$ cat src/rtl/edge_event_encoder_16bit.sv
// Edge event encoder for a 16-bit synchronized input vector.
// Detects rising/falling edges against the previous sample, queues them in
// per-bit pending registers and emits them one byte at a time through a
// valid/ready handshake, lowest bit index first, rise before fall.
module edge_event_encoder_16bit #(
    parameter int RISE_EN = 1,
    parameter int FALL_EN = 1
) (
    input  logic        clk,
    input  logic        resetn,
    input  logic        e,
    input  logic [15:0] d,
    input  logic        out_ready,
    input  logic        overrun_clr,
    output logic        out_valid,
    output logic [7:0]  out_data,
    output logic [15:0] pending_rise,
    output logic [15:0] pending_fall,
    output logic        overrun
);

    typedef enum logic {
        IDLE    = 1'b0,
        PRESENT = 1'b1
    } state_t;

    localparam logic [15:0] RISE_MASK = (RISE_EN != 0) ? 16'hFFFF : 16'h0000;
    localparam logic [15:0] FALL_MASK = (FALL_EN != 0) ? 16'hFFFF : 16'h0000;

    state_t      state;
    logic [15:0] prev;
    logic        primed;

    logic [15:0] rise_det;
    logic [15:0] fall_det;
    logic        sel_found;
    logic [3:0]  sel_idx;
    logic        sel_rise;
    logic        take_event;
    logic [15:0] rise_clr;
    logic [15:0] fall_clr;
    logic        overrun_set;

    // Edge detection is suppressed until prev holds a real sample.
    always_comb begin
        rise_det = 16'h0000;
        fall_det = 16'h0000;
        if (e && primed) begin
            rise_det = d & ~prev & RISE_MASK;
            fall_det = ~d & prev & FALL_MASK;
        end
    end

    // Priority pick: scanning downward lets the lowest pending index win.
    always_comb begin
        sel_found = 1'b0;
        sel_idx   = 4'd0;
        sel_rise  = 1'b0;
        for (int i = 15; i >= 0; i--) begin
            if (pending_rise[i] || pending_fall[i]) begin
                sel_found = 1'b1;
                sel_idx   = 4'(i);
                sel_rise  = pending_rise[i];
            end
        end
    end

    // Clear masks for the event being taken; a same-cycle new edge still sets the bit.
    always_comb begin
        take_event  = (state == IDLE) && sel_found;
        rise_clr    = 16'h0000;
        fall_clr    = 16'h0000;
        if (take_event) begin
            if (sel_rise) begin
                rise_clr = 16'h0001 << sel_idx;
            end else begin
                fall_clr = 16'h0001 << sel_idx;
            end
        end
        overrun_set = (|(rise_det & pending_rise & ~rise_clr)) ||
                      (|(fall_det & pending_fall & ~fall_clr));
    end

    // Previous-sample register and primed flag follow the upstream enable.
    always_ff @(posedge clk or negedge resetn) begin
        if (!resetn) begin
            prev   <= 16'h0000;
            primed <= 1'b0;
        end else if (e) begin
            prev   <= d;
            primed <= 1'b1;
        end
    end

    // Pending registers: clear the taken event, then OR in new edges so set wins.
    always_ff @(posedge clk or negedge resetn) begin
        if (!resetn) begin
            pending_rise <= 16'h0000;
            pending_fall <= 16'h0000;
        end else begin
            pending_rise <= (pending_rise & ~rise_clr) | rise_det;
            pending_fall <= (pending_fall & ~fall_clr) | fall_det;
        end
    end

    // Sticky overrun flag; a lost edge in the same cycle as a clear keeps it set.
    always_ff @(posedge clk or negedge resetn) begin
        if (!resetn) begin
            overrun <= 1'b0;
        end else if (overrun_set) begin
            overrun <= 1'b1;
        end else if (overrun_clr) begin
            overrun <= 1'b0;
        end
    end

    // Output FSM: load an event byte in IDLE, hold it in PRESENT until accepted.
    always_ff @(posedge clk or negedge resetn) begin
        if (!resetn) begin
            state     <= IDLE;
            out_valid <= 1'b0;
            out_data  <= 8'h00;
        end else begin
            case (state)
                IDLE: begin
                    if (sel_found) begin
                        out_data  <= {sel_rise, 3'b000, sel_idx};
                        out_valid <= 1'b1;
                        state     <= PRESENT;
                    end else begin
                        out_valid <= 1'b0;
                    end
                end
                PRESENT: begin
                    if (out_ready) begin
                        out_valid <= 1'b0;
                        state     <= IDLE;
                    end
                end
                default: begin
                    out_valid <= 1'b0;
                    state     <= IDLE;
                end
            endcase
        end
    end

endmodule

$ cat config.mk
export PLATFORM = sky130hd
export DESIGN_NAME = edge_event_encoder_16bit
export DESIGN_NICKNAME = d
export VERILOG_FILES = /design/src/rtl/edge_event_encoder_16bit.sv
export SDC_FILE = /design/constraint.sdc
export NUM_CORES = 1
export LEC_CHECK = 0
export ABC_CLOCK_PERIOD_IN_PS = 3800
export CAP_MARGIN = 25
export CORE_MARGIN = 2
export CORE_UTILIZATION = 40
export CTS_BUF_LIST = sky130_fd_sc_hd__clkbuf_8 sky130_fd_sc_hd__clkbuf_16
export DETAILED_ROUTE_END_ITERATION = 12
export GPL_ROUTABILITY_DRIVEN = 0
export PLACE_DENSITY_LB_ADDON = 0.1
export SYNTH_ARGS = -nofsm -noshare
export SYNTH_HDL_FRONTEND = slang
export SYNTH_SLANG_ARGS = --single-unit
$ cat constraint.sdc
create_clock -name clk -period 3.8 [get_ports clk]
set_clock_uncertainty 0.1 [all_clocks]
set_input_delay 0.38 -clock clk [delete_from_list [all_inputs] [get_ports clk]]
set_output_delay 0.38 -clock clk [all_outputs]
set_load 0.1 [all_outputs]
== Word-level counts from Yosys, hierarchy flattened ==
Cells that the tools add are included.
Word-level totals
  output and inout port bits: 42
  logic and storage cells: 109
  register bits: 57
Cells by class
  multiplexer cells: 61
  bitwise operators: 15
  reductions and logical operators: 23
  shift operators: 1
  equality and inequality tests: 1
Operators with widths (count)
  bitwise AND 16 bit: 8
  2-to-1 mux 16 bit: 6
  2-to-1 mux 4 bit: 16
  inverter 16 bit: 4
  2-to-1 mux 1 bit: 37
  OR 16 bit: 2
  OR reduction 16 bit: 2
  logical OR 1 bit: 17
  << shifter 1 x 4 -> 16 bit, first input constant: 1
  one-hot mux 1 bit (2 select lines): 2
  logical AND 1 bit: 2
  inequality test 2 bit, second input constant: 1
  AND reduction 2 bit: 1
  nonzero test 2 bit: 1
  inverter 1 bit: 1

== Logic depth before layout (Yosys ltp) ==
Gate-level depths: netlist of run 1.
  depth after elaboration: 25
  gate-level depth with buffers: 11
  depth with buffers taken out: 9

== Worst setup path before layout of run 1 ==
Ideal clock, no wire load.
  path kind: register -> register
  from: reg pending_rise[13]
  to: reg overrun
  data arrival time: 2933 ps
  path slack: 630 ps
  path buffers: 1
  data required time: 3563 ps
  setup time: 137 ps
  stages on the path, launching flop included: 11
  cell sequence: dfrtp_1 > or4_4 > o211ai_2 > a21oi_2 > or2_1 > buf_6 > or3_4 > o21ai_1 > o2bb2ai_1 > nor4_2 > nand4_1
On the way
  longest elaborated chain between the ends: 23
  elaborated cells on any way between the ends: 59
  classes of those cells: shift (1); mux (47); bitwise (5); reduce/logical (6)
RTL lines
  start, declared: line 17  | output logic [15:0] pending_rise,
  start signal, assigned: line 101  | pending_rise <= (pending_rise & ~rise_clr) | rise_det;
  logical OR 1 bit: line 60  | if (pending_rise[i] || pending_fall[i]) begin
  2-to-1 mux 4 bit (14 in series): line 60
  << shifter 1 x 4 -> 16 bit: line 75, 77
  2-to-1 mux 16 bit: line 74  | if (sel_rise) begin
  2-to-1 mux 16 bit: line 73  | if (take_event) begin
  inverter 16 bit, on equally long branches: line 80, 81
  bitwise AND 16 bit, on equally long branches: line 80, 81
  OR reduction 16 bit, on equally long branches: line 80, 81
  logical OR 1 bit *: line 80  | overrun_set = (|(rise_det & pending_rise & ~rise_clr)) ||
  2-to-1 mux 1 bit or nonzero test 2 bit (tied branches)
  end signal, assigned: line 109  | overrun <= 1'b0;
  end signal, assigned: line 111  | overrun <= 1'b1;
  end signal, assigned: line 113  | overrun <= 1'b0;
  end, declared: line 19  | output logic overrun
Every way passes the cells marked *; elsewhere a longest branch is shown, timed or not.
A chain may end at the register's enable or synchronous reset.

== Worst setup path after layout of run 1 ==
  from: reg pending_rise[7]
  to: reg overrun
On the way
  longest elaborated chain between the ends: 17
  elaborated cells on any way between the ends: 41
  classes of those cells: shift (1); mux (29); bitwise (5); reduce/logical (6)
RTL lines (line)
  logical OR 1 bit: 60
  2-to-1 mux 4 bit (8 in series): 60
  << shifter 1 x 4 -> 16 bit: 75, 77
  2-to-1 mux 16 bit: 74
  2-to-1 mux 16 bit: 73
  inverter 16 bit, on equally long branches: 80, 81
  bitwise AND 16 bit, on equally long branches: 80, 81
  OR reduction 16 bit, on equally long branches: 80, 81
  logical OR 1 bit *: 80
  2-to-1 mux 1 bit or nonzero test 2 bit (tied branches)
Marks and branches as above.

==> results.sh, run 1 <==
export IMPL_status="complete, no violations"
export IMPL_drt_iter0_drc=356
export IMPL_fin_nets=449
export IMPL_cts_tree="yes"
export IMPL_synth_top_area_share_pct=42.19
export IMPL_cp_num_buf_inv=0
export IMPL_dp_final_hpwl_um=8196
export IMPL_ys_seq_elements=57
export IMPL_total_power_mw=2.356
export IMPL_synth_edff_count=0
export IMPL_rsz0062_at_grt="no"
export IMPL_r2r_end="overrun"
export IMPL_fillers=788
export IMPL_hold_class="input pin to async pin"
export IMPL_seq_area_frac_synth_pct=42.19
export IMPL_grt_pass1_vias=3123
export IMPL_cp_depth=9
export IMPL_totalWireLength_um=11010
export IMPL_ant_nets=0
export IMPL_synthArstFlopShare_pct=100.0
export IMPL_setup_tns_ps=0
export IMPL_fmax_mhz=288.1
export IMPL_wire_per_inst_um=20.46
export IMPL_p_per_area_mw_per_mm2=557.0
export IMPL_antenna_found_initial=0
export IMPL_timing_slew_headroom_pct=33.76
export IMPL_yosysMostFrequentCell="dfrtp_1"
export IMPL_cts_hold_buf=0
export IMPL_stdcell_area_mm2=0.004229
export IMPL_vias=3241
export IMPL_finalCritPeriodShare_pct=91.34
export IMPL_crit_path_max_fanout=14
export IMPL_dieWidth_um=95.94
export IMPL_grt_max_degree=34
export IMPL_drive_gt1_share_pct=12.93
export IMPL_required_ps=3910
export IMPL_ir_drop_mv=0.2961
export IMPL_ys_types=68
export IMPL_n_antenna_cell=0
export IMPL_synthFlopType="dfrtp_1"
export IMPL_critPathLaunchType="flip-flop"
export IMPL_grt_use_total_pct=25.58
export IMPL_cp_cell_sequence="nor4_1 -> a21oi_1 -> a21oi_2 -> or2_1 -> nor4b_2 -> a21oi_1 -> o2bb2ai_1 -> nor4_2 -> nand4_1"
export IMPL_setup_violations=0
export IMPL_min_period_ps=3471
export IMPL_numPortBuffers=59
export IMPL_reg2reg_slack_ps=330
export IMPL_syn_cell_area_mm2=0.003381
export IMPL_fp_dieArea_mm2=0.009204
export IMPL_reg2reg_from="pending_rise[7]"
export IMPL_slew_viol_final=0
export IMPL_cp_top_family="simple AND/OR/NAND/NOR gates"
export IMPL_synthTopCellsByCount="dfrtp_1, nand2_1, o21ai_0, nor2_1, inv_1"
export IMPL_setup_worst_path_class="flip-flop to flip-flop"
export IMPL_tightest_slew_ps=990.5
export IMPL_start_util_pct=41.15
export IMPL_row_count=33
export IMPL_die_y_um=95.94
export IMPL_core_area_mm2=0.008217
export IMPL_fin_util_pct=51.47
export IMPL_routed_via_density=6.024
export IMPL_arrival_ps=3580
export IMPL_cts_buffers=9
export IMPL_r2r_worst_path_cells=9
export IMPL_worstSetupEndpointType="flip-flop"
export IMPL_crit_top_cell="a21oi_1"
export IMPL_clk_latency_ps=340
export IMPL_synth_top_area_cell="dfrtp_1"
export IMPL_clockBufferDepth=2
export IMPL_cts_root_buf="clkbuf_8"
export IMPL_drc=0
export IMPL_max_stage_delay_ps=700
export IMPL_synth_area_leaders="dfrtp_1, o21ai_0, mux2_2, nand2_1, nand3b_1"
export IMPL_grt_first_pass_wirelength_um=17370
export IMPL_io_pins=63
export IMPL_gr_total_overflow=0
export IMPL_cts_max_level=3
export IMPL_clock_sinks=57
export IMPL_dpl_cell_area_mm2=0.004049
export IMPL_syn_inst=368
export IMPL_maxCapViolations=0
export IMPL_worst_path_max_delay_cell="nor4_1"
export IMPL_path_clk_slew_ps=70
export IMPL_drt_pass1_iter_count=5
export IMPL_area_growth_pct=25.09
export IMPL_syn_area_per_cell_um2=9.187
export IMPL_yosysWarningCount=0
export IMPL_p_leak_nw=1.622
export IMPL_hold_viol_final=0
-- cell families (layout without fill, tap and decap cells) --
| kind of cell | after synthesis | after routing | share of synthesized area, % |
|---|---|---|---|
| compound gates | 97 | 97 | 19.62 |
| other cells | 1 | 3 | 0.1109 |
| flops | 57 | 57 | 42.19 |
| simple gates | 160 | 160 | 28.05 |
| buf+inv | 38 | 101 | 5.107 |
| mux | 15 | 15 | 4.922 |
-- power by group --
part	total (mW)	leakage, nW	switching (mW)	internal (mW)
sequential	0.815	0.584	0.127	0.689
clock	0.506	0.101	0.242	0.264
combinational	1.03	0.937	0.767	0.268
-- how the worst max path moves through the flow --
stage	startpoint	endpoint	slack [ps]
2_1_floorplan	pending_rise[13]	overrun	630
3_3_place_gp	pending_rise[7]	overrun	290
3_5_place_dp	pending_rise[7]	overrun	160
4_1_cts	pending_rise[7]	overrun	140
5_1_grt	pending_rise[7]	overrun	170
6_report	pending_rise[7]	overrun	330
-- layout by cell type, fill, tap and decap left out, types with 4 or more instances in the layout --
cell              n
clkdlybuf4s50_1  58
dfrtp_1          57
nand2_1          37
o21ai_0          30
inv_1            23
nor2_1           22
a21oi_1          16
nand3b_1         16
mux2_2           13
clkbuf_8         11
or3_1             8
nor4_1            8
nand3_1           8
nor3_1            7
a21o_1            6
nand2b_1          5
and3_1            5
or2_2             5
nand4b_1          5
buf_4             5
o211ai_1          4
nor2b_1           4
-- layout make-up --
cell class | count | area (um2) | area share, %
Clock inverter | 5 | 22.52 | 0.5325
Tap cell | 105 | 131.4 | 3.107
Clock buffer | 11 | 151.4 | 3.580
Multi-Input combinational cell | 275 | 1795 | 42.46
Sequential cell | 57 | 1426 | 33.73
Inverter | 21 | 78.83 | 1.864
Timing Repair Buffer | 64 | 623.1 | 14.73
-- per-stage QoR --
step	std cells	hold WS, ps	setup slack (ps)
2_1_floorplan	370	-15.59	629.7
3_3_place_gp	522	372.1	294.2
3_5_place_dp	522	371.7	159.8
4_1_cts	538	32.89	135.4
5_1_grt	538	60.27	168.1
6_report	538	17.81	329.0
-- routing by layer --
metal	routed length, um	global-route usage (%)	share of wire [%]
met5	0	0	0
met4	302	8.810	2.7
met3	764	5.873	6.9
met2	4872	38.81	44
met1	5068	35.95	46
-- timing repair --
action                                  CTS  global route
endpoints found under the hold margin     0             0
gates resized for setup                   0             1
endpoints found under the setup margin    0             1
buffers inserted                          0             0
-- state kept, by name, summed over array words and instances (netlist names) --
| signal | flops |
|---|---|
| prev | 16 |
| pending_fall | 16 |
| state | 1 |
| overrun | 1 |
| out_data | 5 |
| out_valid | 1 |
| primed | 1 |
| pending_rise | 16 |
(Power assumes the default switching activity.)
==> run 2: changes to the inputs <==
CORE_MARGIN = default   (was 2)
==> results.sh, run 2 (same netlist as run 1, synthesis figures left out) <==
export IMPL_grt_use_total_pct=26.97
export IMPL_timing_slew_headroom_pct=34.08
export IMPL_critPathLaunchType="flip-flop"
export IMPL_hold_class="input pin to async pin"
export IMPL_clk_latency_ps=350
export IMPL_grt_first_pass_wirelength_um=17590
export IMPL_clock_sinks=57
export IMPL_worst_path_max_delay_cell="nor4_1"
export IMPL_required_ps=3910
export IMPL_n_antenna_cell=0
export IMPL_cp_cell_sequence="nor4_1 -> a21oi_1 -> a21oi_2 -> or2_1 -> buf_4 -> and4b_1 -> a31oi_1 -> a211oi_1 -> and3_1 -> nand4_1"
export IMPL_path_clk_slew_ps=70
export IMPL_drt_pass1_iter_count=5
export IMPL_arrival_ps=3570
export IMPL_row_count=33
export IMPL_setup_worst_path_class="flip-flop to flip-flop"
export IMPL_crit_path_max_fanout=13
export IMPL_grt_max_degree=40
export IMPL_cts_hold_buf=0
export IMPL_totalWireLength_um=10980
export IMPL_ir_drop_mv=0.3417
export IMPL_r2r_worst_path_cells=10
export IMPL_wire_per_inst_um=20.34
export IMPL_die_y_um=93.94
export IMPL_worst_slack_ps=339.4
export IMPL_finalCritPeriodShare_pct=91.07
export IMPL_gr_total_overflow=0
export IMPL_io_pins=63
export IMPL_tightest_slew_ps=985.7
export IMPL_grt_pass1_vias=3183
export IMPL_drc=0
export IMPL_cts_buffers=9
export IMPL_r2r_end="overrun"
export IMPL_worstSetupEndpointType="flip-flop"
export IMPL_numPortBuffers=59
export IMPL_fmax_mhz=289.0
export IMPL_area_growth_pct=25.80
export IMPL_p_per_area_mw_per_mm2=571.1
export IMPL_setup_tns_ps=0
export IMPL_post_cts_buffers=0
export IMPL_cts_max_level=3
export IMPL_fp_dieArea_mm2=0.008824
export IMPL_antenna_found_initial=0
export IMPL_fin_nets=451
export IMPL_crit_path_end="overrun"
export IMPL_dieWidth_um=93.94
export IMPL_status="complete, no violations"
export IMPL_ant_nets=0
export IMPL_clockBufferDepth=2
export IMPL_cts_root_buf="clkbuf_8"
export IMPL_post_cts_resized=0
export IMPL_dp_final_hpwl_um=8123
export IMPL_dp_slack_ps=551.6
export IMPL_reg2reg_slack_ps=340
export IMPL_layout_common_cells="clkdlybuf4s50_1, dfrtp_1, nand2_1"
export IMPL_core_area_mm2=0.008217
export IMPL_rsz0062_at_grt="no"
export IMPL_start_util_pct=41.15
export IMPL_p_leak_nw=1.638
export IMPL_fillers=787
export IMPL_routed_via_density=6.074
export IMPL_vias=3280
export IMPL_startpoint="pending_rise[7]"
export IMPL_max_stage_delay_ps=640
export IMPL_drive_gt1_share_pct=12.87
export IMPL_slew_viol_final=0
export IMPL_final_common_cell="clkdlybuf4s50_1"
export IMPL_reg2reg_from="pending_rise[7]"
export IMPL_hold_viol_final=0
export IMPL_drt_iter0_drc=364
export IMPL_cts_tree="yes"
export IMPL_min_period_ps=3461
export IMPL_maxCapViolations=0
export IMPL_top_regs="pending_fall: 16 flops, pending_rise: 16 flops, prev: 16 flops"
export IMPL_setup_violations=0
[run 2: changes by cell type in the layout (fill, tap and decap cells not counted), sizes merged]
| cell | change |
|---|---|
| clkinv | -1 |
| clkbuf | -1 |
| bufinv | +1 |
| buf | +2 |
| inv | +1 |
[run 2: how the worst min path moves through the flow]
stage                startpoint          endpoint  slack (ps)  depth (start not counted)
floorplan                resetn       out_data[0]         -20                          0
global placement         primed            primed         370                          1
detailed placement  out_data[7]       out_data[7]         370                          2
CTS                      resetn  pending_rise[11]          90                          1
global route             resetn  pending_rise[11]         130                          1
finish                   resetn  pending_rise[11]          50                          1
[run 2: layout make-up]
class / instances / area [um2] / area share, %
clock buffer: 10 / 137.6 / 3.236
sequential: 57 / 1426 / 33.54
inverter: 21 / 78.83 / 1.853
multi-input combinational: 275 / 1789 / 42.07
tap: 105 / 131.4 / 3.089
clock inverter: 6 / 51.30 / 1.206
timing repair buffer: 66 / 638.1 / 15.00
[run 2: per-layer routing]
| layer | track usage [%] | part of all wire, % | vias to the layer above |
|---|---|---|---|
| li1 | - | - | 1490 |
| met1 | 36.67 | 45 | 1598 |
| met3 | 6.715 | 7.4 | 32 |
| met4 | 11.15 | 2.8 | 0 |
| met5 | 0 | 0 | - |
| met2 | 40.75 | 45 | 160 |
[run 2: worst max-delay path, delay by kind of cell (launching register included)]
kind,cells,cell delay (ps)
and+or+nand+nor,5,1690
AOI/OAI and AO/OA,4,830
DFF,1,450
buffers and inverters,1,250
[run 2: per-stage QoR]
step | cells | utilization [%] | hold slack, ps | cell area, um2 | power [mW]
global placement | 524 | 49.46 | 374.2 | 4064 | 1.850
CTS | 540 | 51.76 | 91.35 | 4253 | 2.415
detailed placement | 524 | 49.46 | 369.8 | 4064 | 1.851
floorplan | 370 | - | -15.59 | 3388 | 1.553
global route | 540 | 51.76 | 132.0 | 4253 | 2.534
finish | 540 | 51.76 | 48.29 | 4253 | 2.429
[run 2: power breakdown]
| part | switching, mW | internal (mW) | total [mW] |
|---|---|---|---|
| registers | 0.121 | 0.688 | 0.809 |
| logic | 0.773 | 0.279 | 1.05 |
| clock network | 0.257 | 0.311 | 0.568 |
| total | 1.15 | 1.28 | 2.43 |
==> run 3: changes to the inputs <==
CORE_MARGIN = 10   (was default)
CTS_CLUSTER_SIZE = 10   (was default)
==> results.sh, run 3 (same netlist as run 1, synthesis figures left out) <==
export IMPL_crit_path_max_fanout=15
export IMPL_required_ps=3900
export IMPL_r2r_end="overrun"
export IMPL_maxCapViolations=0
export IMPL_dpl_cell_area_mm2=0.004064
export IMPL_dp_slack_ps=427.7
export IMPL_path_clk_slew_ps=70
export IMPL_gr_total_overflow=0
export IMPL_finalCritPeriodShare_pct=92.33
export IMPL_antenna_found_initial=0
export IMPL_setup_violations=0
export IMPL_ir_drop_mv=0.3571
export IMPL_worstSetupEndpointType="flip-flop"
export IMPL_r2r_worst_path_cells=9
export IMPL_min_period_ps=3508
export IMPL_wire_per_inst_um=21.20
export IMPL_grt_first_pass_wirelength_um=18110
export IMPL_row_count=33
export IMPL_fillers=799
export IMPL_layout_common_cells="clkdlybuf4s50_1, dfrtp_1, nand2_1"
export IMPL_stdcell_count=540
export IMPL_start_util_pct=41.15
export IMPL_startpoint="pending_rise[7]"
export IMPL_multiInputGateArea_mm2=0.001789
export IMPL_grt_max_degree=38
export IMPL_grtUsageMet3_pct=4.402
export IMPL_n_antenna_cell=0
export IMPL_io_pins=63
export IMPL_cts_hold_buf=0
export IMPL_reg2reg_slack_ps=290
export IMPL_ff_latch_area_mm2=0.001426
export IMPL_clockBufferDepth=2
export IMPL_cts_tree="yes"
export IMPL_tightest_slew_ps=1016
export IMPL_p_per_area_mw_per_mm2=575.9
export IMPL_arrival_ps=3610
export IMPL_grt_pass1_vias=3195
export IMPL_cts_max_level=3
export IMPL_cp_num_buf_inv=0
export IMPL_ant_nets=0
export IMPL_top_regs="pending_fall: 16 flops, pending_rise: 16 flops, prev: 16 flops"
export IMPL_core_area_mm2=0.008217
export IMPL_status="complete, no violations"
export IMPL_dp_final_hpwl_um=8638
export IMPL_drt_pass1_iter_count=5
export IMPL_cp_cell_sequence="nor4_1 -> o211ai_2 -> a21oi_2 -> or2_1 -> nor4b_1 -> a21oi_1 -> o2bb2ai_1 -> nor4_2 -> nand4_1"
export IMPL_drc=0
export IMPL_routed_via_density=5.967
export IMPL_hold_class="input pin to async pin"
export IMPL_p_leak_nw=1.644
export IMPL_post_cts_resized=0
export IMPL_critPathLaunchType="flip-flop"
export IMPL_final_common_cell="clkdlybuf4s50_1"
export IMPL_setup_tns_ps=0
export IMPL_fin_nets=451
export IMPL_setup_worst_path_class="flip-flop to flip-flop"
export IMPL_cp_top_family="simple AND/OR/NAND/NOR gates"
export IMPL_area_growth_pct=26.35
export IMPL_use_met2_pct=27.39
export IMPL_clock_sinks=57
export IMPL_stdcell_area_mm2=0.004272
export IMPL_post_cts_buffers=0
export IMPL_timing_slew_headroom_pct=32.09
export IMPL_total_power_mw=2.460
export IMPL_numPortBuffers=59
export IMPL_fp_dieArea_mm2=0.01253
export IMPL_holdWs_ps=50.56
export IMPL_worst_slack_ps=291.5
export IMPL_reg2reg_from="pending_rise[7]"
export IMPL_worst_path_max_delay_cell="nor4b_1"
export IMPL_rsz0062_at_grt="no"
export IMPL_drt_iter0_drc=287
export IMPL_cts_root_buf="clkbuf_8"
export IMPL_fmax_mhz=285.0
export IMPL_grt_use_total_pct=17.97
export IMPL_hold_viol_final=0
export IMPL_max_stage_delay_ps=630
export IMPL_fin_util_pct=51.99
export IMPL_dieWidth_um=111.9
export IMPL_dp_cells=524
export IMPL_drive_gt1_share_pct=13.10
export IMPL_vias=3222
export IMPL_die_y_um=111.9
export IMPL_clk_latency_ps=350
export IMPL_busiest_layer="met2"
export IMPL_slew_viol_final=0
export IMPL_cts_buffers=9
export IMPL_grt_use_met1_pct=23.71
export IMPL_totalWireLength_um=11450
## run 3: cell count changes in the layout (fill, tap and decap cells not counted), sizes merged
cell,delta
clkbuf,+2
clkinv,-1
inv,-1
## run 3: cell type report
type,instances,area share [%]
Multi-Input combinational cell,275,41.89
Sequential cell,57,33.39
Timing Repair Buffer,66,14.94
Clock buffer,12,3.866
Tap cell,105,3.076
Inverter,21,1.845
Clock inverter,4,0.9959
## run 3: worst reg2reg max path, cell delays in order (launching register included)
cell,delay [ps]
dfrtp_1,450
nor4_1,610
o211ai_2,180
a21oi_2,190
or2_1,440
nor4b_1,630
a21oi_1,200
o2bb2ai_1,180
nor4_2,270
nand4_1,120
## run 3: power breakdown
| part | total, mW | leakage, nW | switching [mW] | internal [mW] |
|---|---|---|---|---|
| combinational | 1.05 | 0.944 | 0.776 | 0.278 |
| sequential | 0.809 | 0.584 | 0.120 | 0.689 |
| clock | 0.597 | 0.115 | 0.247 | 0.351 |
| total | 2.46 | 1.64 | 1.14 | 1.32 |
## run 3: how the worst max path moves through the flow
stage,endpoint,slack [ps],depth (start not counted)
global route,overrun,60,9
detailed placement,overrun,430,9
finish,overrun,290,9
CTS,overrun,390,9
floorplan,overrun,630,10
global placement,overrun,560,9
## run 3: per-layer routing
layer / wire length, um / share of wire [%] / up-vias
met4: 308 / 2.7 / 0
met2: 5243 / 46 / 148
met3: 952 / 8.3 / 31
li1: - / - / 1485
met1: 4946 / 43 / 1558
met5: 0 / 0 / -
